## src/rtl/vsw_pkg.sv

```systemverilog
// Shared types and constants for the virtual-JTAG serial pattern transmitter.
// Holds the transfer state encoding, default geometry and the counter-width helper.
package vsw_pkg;

  typedef enum logic [1:0] {
    IDLE  = 2'd0,
    SHIFT = 2'd1,
    LOAD  = 2'd2,
    DONE  = 2'd3
  } vsw_state_e;

  localparam int VSW_DATA_W = 16;
  localparam int VSW_DIV    = 4;

  // Bits needed to count 0..value-1, never less than one.
  function automatic int vsw_clog2(input int value);
    int width;
    width = 1;
    while ((1 << width) < value) width++;
    return width;
  endfunction

endpackage

```

## src/rtl/vsw_sync.sv

```systemverilog
// Parameterized-width two-flop synchronizer for level signals entering the clk domain.
// Each bit is treated as an independent quasi-static level.
module vsw_sync
  import vsw_pkg::*;
#(
  parameter int WIDTH = 1
) (
  input  logic             clk,
  input  logic             rst,
  input  logic [WIDTH-1:0] d,
  output logic [WIDTH-1:0] q
);

  logic [WIDTH-1:0] sync_p0;
  logic [WIDTH-1:0] sync_p1;

  always_ff @(posedge clk or posedge rst) begin
    if (rst) begin
      sync_p0 <= '0;
      sync_p1 <= '0;
    end else begin
      sync_p0 <= d;
      sync_p1 <= sync_p0;
    end
  end

  assign q = sync_p1;

endmodule

```

## src/rtl/vsw_shift_tx.sv

```systemverilog
// Shifts a captured DR word MSB-first onto the DUT SHR chain with a divided serial
// clock and trailing load strobe; a synchronized clear aborts and presets the shadow.
module vsw_shift_tx
  import vsw_pkg::*;
#(
  parameter int DATA_W = VSW_DATA_W,
  parameter int DIV    = VSW_DIV
) (
  input  logic              clk,
  input  logic              rst,
  input  logic              ir_VK_SEND,
  input  logic [DATA_W-1:0] dr_word,
  input  logic              VSW_R_CLEAR,
  input  logic              VSW_R_CLRTO1,
  output logic              VSW_SCK,
  output logic              VSW_SDI,
  output logic              VSW_LOAD,
  output logic              VSW_CLR,
  output logic              busy,
  output logic              done,
  output logic [DATA_W-1:0] shadow
);

  localparam int BIT_W = vsw_clog2(DATA_W);
  localparam int DIV_W = vsw_clog2(DIV);
  localparam logic [BIT_W-1:0] BIT_LAST = BIT_W'(DATA_W - 1);
  localparam logic [DIV_W-1:0] DIV_LAST = DIV_W'(DIV - 1);

  logic [2:0]        sync_q;
  logic              send_s;
  logic              clr_s;
  logic              clrto1_s;
  logic              send_d;
  logic              send_pulse;
  vsw_state_e        state;
  vsw_state_e        state_nxt;
  logic [BIT_W-1:0]  bit_cnt;
  logic [DIV_W-1:0]  div_cnt;
  logic              sck_hi;
  logic              div_end;
  logic              start_xfer;
  logic              bit_end;
  logic [DATA_W-1:0] tx_reg;
  logic [DATA_W-1:0] word_lat;
  logic [DATA_W-1:0] shadow_q;

  vsw_sync #(.WIDTH(3)) u_sync (
    .clk (clk),
    .rst (rst),
    .d   ({ir_VK_SEND, VSW_R_CLEAR, VSW_R_CLRTO1}),
    .q   (sync_q)
  );

  assign {send_s, clr_s, clrto1_s} = sync_q;

  // Edge detect keeps running under clear so a level held across clear never fires.
  assign send_pulse = send_s & ~send_d;
  assign div_end    = (div_cnt == DIV_LAST);
  assign start_xfer = (state == IDLE) && send_pulse && !clr_s;
  assign bit_end    = (state == SHIFT) && div_end && sck_hi;

  always_ff @(posedge clk or posedge rst) begin
    if (rst) state <= IDLE;
    else     state <= state_nxt;
  end

  always_comb begin
    state_nxt = state;
    VSW_SCK   = 1'b0;
    VSW_SDI   = 1'b0;
    VSW_LOAD  = 1'b0;
    busy      = 1'b0;
    done      = 1'b0;
    if (clr_s) begin
      state_nxt = IDLE;
    end else begin
      case (state)
        IDLE: begin
          if (send_pulse) state_nxt = SHIFT;
        end
        SHIFT: begin
          VSW_SCK = sck_hi;
          VSW_SDI = tx_reg[DATA_W-1];
          busy    = 1'b1;
          if (bit_end && (bit_cnt == '0)) state_nxt = LOAD;
        end
        LOAD: begin
          VSW_LOAD = 1'b1;
          busy     = 1'b1;
          if (div_end) state_nxt = DONE;
        end
        DONE: begin
          done      = 1'b1;
          state_nxt = IDLE;
        end
        default: state_nxt = IDLE;
      endcase
    end
  end

  always_ff @(posedge clk or posedge rst) begin
    if (rst) begin
      send_d   <= 1'b0;
      bit_cnt  <= '0;
      div_cnt  <= '0;
      sck_hi   <= 1'b0;
      shadow_q <= '0;
    end else begin
      send_d <= send_s;
      if (clr_s) begin
        div_cnt  <= '0;
        sck_hi   <= 1'b0;
        shadow_q <= {DATA_W{clrto1_s}};
      end else begin
        case (state)
          IDLE: begin
            if (send_pulse) begin
              bit_cnt <= BIT_LAST;
              div_cnt <= '0;
              sck_hi  <= 1'b0;
            end
          end
          SHIFT: begin
            if (div_end) begin
              div_cnt <= '0;
              sck_hi  <= ~sck_hi;
              if (sck_hi && (bit_cnt != '0)) bit_cnt <= bit_cnt - 1'b1;
            end else begin
              div_cnt <= div_cnt + 1'b1;
            end
          end
          LOAD: begin
            if (div_end) begin
              div_cnt  <= '0;
              shadow_q <= word_lat;
            end else begin
              div_cnt <= div_cnt + 1'b1;
            end
          end
          default: ;
        endcase
      end
    end
  end

  // Word registers are only observed while a transfer is in flight.
  always_ff @(posedge clk) begin
    if (start_xfer) begin
      tx_reg   <= dr_word;
      word_lat <= dr_word;
    end else if (bit_end) begin
      tx_reg <= {tx_reg[DATA_W-2:0], 1'b0};
    end
  end

  assign VSW_CLR = clr_s;
  assign shadow  = clr_s ? {DATA_W{clrto1_s}} : shadow_q;

endmodule

```

## config.mk

```make
export PLATFORM = sky130hd
export DESIGN_NAME = vsw_shift_tx
export DESIGN_NICKNAME = d
export VERILOG_FILES = /design/src/rtl/vsw_pkg.sv /design/src/rtl/vsw_sync.sv /design/src/rtl/vsw_shift_tx.sv
export SDC_FILE = /design/constraint.sdc
export NUM_CORES = 1
export LEC_CHECK = 0
export BUFFER_PORTS_ARGS = -buffer_cell sky130_fd_sc_hd__buf_2
export CAP_MARGIN = 20
export CORE_MARGIN = 3
export CORE_UTILIZATION = 44
export DETAILED_ROUTE_END_ITERATION = 8
export PLACE_DENSITY_LB_ADDON = 0.3
export SETUP_SLACK_MARGIN = 0.02
export SLEW_MARGIN = 10
export SYNTH_ARGS = -nofsm -noshare
export SYNTH_HDL_FRONTEND = slang
export SYNTH_SLANG_ARGS = --single-unit
```

## constraint.sdc

```tcl
create_clock -name clk -period 3.05 [get_ports clk]
set_clock_uncertainty 0.05 [all_clocks]
set_input_delay 0.305 -clock clk [delete_from_list [all_inputs] [get_ports clk]]
set_output_delay 0.305 -clock clk [all_outputs]
set_load 0.005 [all_outputs]
```

==> impl_metrics.csv <==
group,metric,value,unit
routing,routed_wl,5070,um
clocking,clk_pin_slew,70,ps
min_path,hold_path_class,"input port to async pin",
clocking,cts.htree.levels,3,
cells_and_area,antenna_cells,0,
clocking,clock-sinks,64,
placed_design,portBuffers,42,
clocking,cts_buffers,9,
worst_setup_path,worst-path-stages,6,
flow_run,cap_violations,0,
worst_setup_path,crit_path_end,"tx_reg[2]",
clocking,cts_hold_buffers,0,
cells_and_area,stdcell_count,348,
synthesis,postSynthCellCount,222,
routing,num_vias,1804,
grt,grt_max_degree,36,
timing,timing.slew.headroom,0.661,
routing,drtIter0Drc,136,
routing,routedWlPerCell,14.6,um
power,peakVddDrop,0.361,mV
cells_and_area,finalCoreUtilization,0.542,
timing,worst_pin_slew,508,ps
routing,drc_errors,0,
grt,grt.total_usage,0.151,
floorplan,core,6030,sq um
power,p_leak,1.47,nW
worst_setup_path,critical-path-max-stage-delay,410,ps
timing,layout_setup_ws,885,ps
placed_design,pre_cts_slack,908,ps
worst_setup_path,cp-startpoint,"state[0]",
worst_setup_path,critPathKind,"flip-flop to flip-flop",
floorplan,rows,28,
worst_setup_path,cp_slowest_cell,"dfrtp_1",
timing,fmax,462,MHz
cells_and_area,area_growth,16.8,%
timing,hold_ws,-0.228,ps
synthesis,netlist_area,2800,sq um
worst_setup_path,reg2reg_from,"state[0]",
clocking,cts.repair.resized,0,
synthesis,ys_types,34,
grt,grt_pass1_vias,1734,
grt,grt.overflow.total,0,
clocking,cts_setup_buffers,0,
worst_setup_path,cp_max_fo,32,
worst_setup_path,ff2ff_setup_slack,880,ps
timing,tns,0,ps
worst_setup_path,cp.arrival,2200,ps
timing,finalHoldViolations,1,
floorplan,initial_core_util,0.464,
clocking,cts-root-buf,"clkbuf_8",
run_status,status,"finished, violations left",
worst_setup_path,setup.worst_path.start_class,"flip-flop",
synthesis,ys_seq_area_frac,0.630,
synthesis,yosysWarnings,0,
floorplan,die_h,85.7,um
timing,period_share,0.710,
floorplan,dieArea,7350,sq um
timing,rsz0062_at_grt,"no",
worst_setup_path,rr_endpoint,"tx_reg[2]",
grt,grt_pass1_wl,8460,um
floorplan,io_pins,43,
worst_setup_path,path_cells,"inv_1 > ha_1 > inv_2 > nor3_4 > buf_4 > mux2_2",
floorplan,fp.dieW,85.7,um
placed_design,routabilityCongestion,0.799,
cells_and_area,nets,295,
clocking,tritoncts,"yes",
worst_setup_path,required,3080,ps
timing,min_period,2170,ps
run_status,violations,"negative hold slack",
placed_design,placed_cells,332,
synthesis,synth_nets,249,
power,power,2.15,mW
worst_setup_path,path_delay_family,"buffers and inverters",
synthesis,syn_area_per_cell,12.6,sq um
clocking,cts_buffer_depth,2,
power,p_per_area,659,nW/um^2
worst_setup_path,crit_buf_inv,3,
placed_design,hpwl,3400,um
synthesis,ys_ff_latch,64,
placed_design,placed_cell_area,3080,sq um
clocking,insertion_delay,330,ps
worst_setup_path,crit_path_end_kind,"flip-flop",
worst_setup_path,worstRegToRegCells,6,
cells_and_area,nFillCells,539,
timing,setup_viol,0,
cells_and_area,fin_area,3270,sq um
routing,routed_via_density,5.18,
grt,antenna_found_initial,0,
routing,drtAntennaViolNets,0,
cells_and_area,drive_gt1_frac,0.304,
routing,dr.pass1.iters,4,
timing,drv_slew,0,
-- logic make-up (layout without fill, tap and decap cells) --
group / Yosys count / in the layout / synth area share
multiplexers: 19 / 19 / 0.0855
adder cells (fa/ha/maj): 6 / 6 / 0.0269
buffers and inverters: 22 / 73 / 0.0371
flip-flops: 64 / 64 / 0.630
AO/OA/AOI/OAI: 65 / 65 / 0.136
AND/OR/NAND/NOR: 46 / 46 / 0.0842
-- worst min path at each step --
stage	start	endpoint	cells past startpoint
final	rst	shadow_q[9]	3
after global routing	ir_VK_SEND	u_sync.sync_p0[2]	1
after CTS	rst	shadow_q[9]	3
after detailed placement	u_sync.sync_p0[2]	u_sync.q[2]	0
after global placement	u_sync.sync_p0[0]	u_sync.q[0]	0
after floorplan	u_sync.sync_p0[0]	u_sync.q[0]	0
-- layer usage --
metal  wire, um  track usage  vias up  share of wire
li1           -            -      890              -
met1       2650        0.228      855           0.52
met3        253       0.0355        4          0.050
met4         44       0.0777        0         0.0087
met5          0            0        -              0
met2       2120        0.200       55           0.42
-- cell usage after synthesis (all sizes together) --
| library cell | number | share of area |
|---|---|---|
| buf | 8 | 0.018 |
| nor2 | 6 | 0.0081 |
| ha | 6 | 0.027 |
| o21ai | 21 | 0.038 |
| nand3 | 4 | 0.0072 |
| nor3 | 2 | 0.0076 |
| nand2 | 18 | 0.024 |
| mux2 | 18 | 0.082 |
| nand4b | 1 | 0.0031 |
| a21o | 16 | 0.043 |
| inv | 8 | 0.011 |
| dfrtp | 32 | 0.29 |
| a221oi | 1 | 0.0031 |
| nand2b | 3 | 0.0067 |
| clkinv | 1 | 0.0013 |
| clkbuf | 5 | 0.0067 |
| nor3b | 1 | 0.0027 |
| a211oi | 2 | 0.0054 |
| a31oi | 1 | 0.0022 |
| nor2b | 4 | 0.0090 |
| and3 | 4 | 0.0090 |
| mux2i | 1 | 0.0036 |
| edfxtp | 32 | 0.34 |
| and2 | 3 | 0.0067 |
| a21oi | 22 | 0.039 |
| o22ai | 1 | 0.0022 |
| a41oi | 1 | 0.0031 |
-- cell usage in the layout, fill, tap and decap left out, drive strengths merged, types with 5 or more instances in the layout --
cell type and instances:
dfrtp 32, ha 6, o21ai 21, buf 48
a21o 16, clkbuf 10, edfxtp 32, mux2 18
nor2 6, nand2 18, inv 8, a21oi 22
clkinv 5
-- area by class of cell --
type	instances	area, sq um	area share
Sequential cell	64	1760	0.539
Timing Repair Buffer	48	255	0.0782
Multi-Input combinational cell	136	933	0.286
Inverter	9	33.8	0.0103
Clock inverter	6	60.1	0.0184
Clock buffer	10	128	0.0391
Tap cell	75	93.8	0.0287
-- power by group --
part | leakage [nW] | total [mW] | switching, mW | internal [mW]
Sequential | 0.678 | 1.05 | 0.0489 | 1.00
Combinational | 0.701 | 0.414 | 0.232 | 0.183
Clock | 0.0937 | 0.688 | 0.314 | 0.373
-- worst register-to-register path: stages, from the launching register on --
cell,delay [ps]
dfrtp_1,410
inv_1,120
ha_1,290
inv_2,80
nor3_4,170
buf_4,410
mux2_2,400
Power figures use the tool's default switching activity.
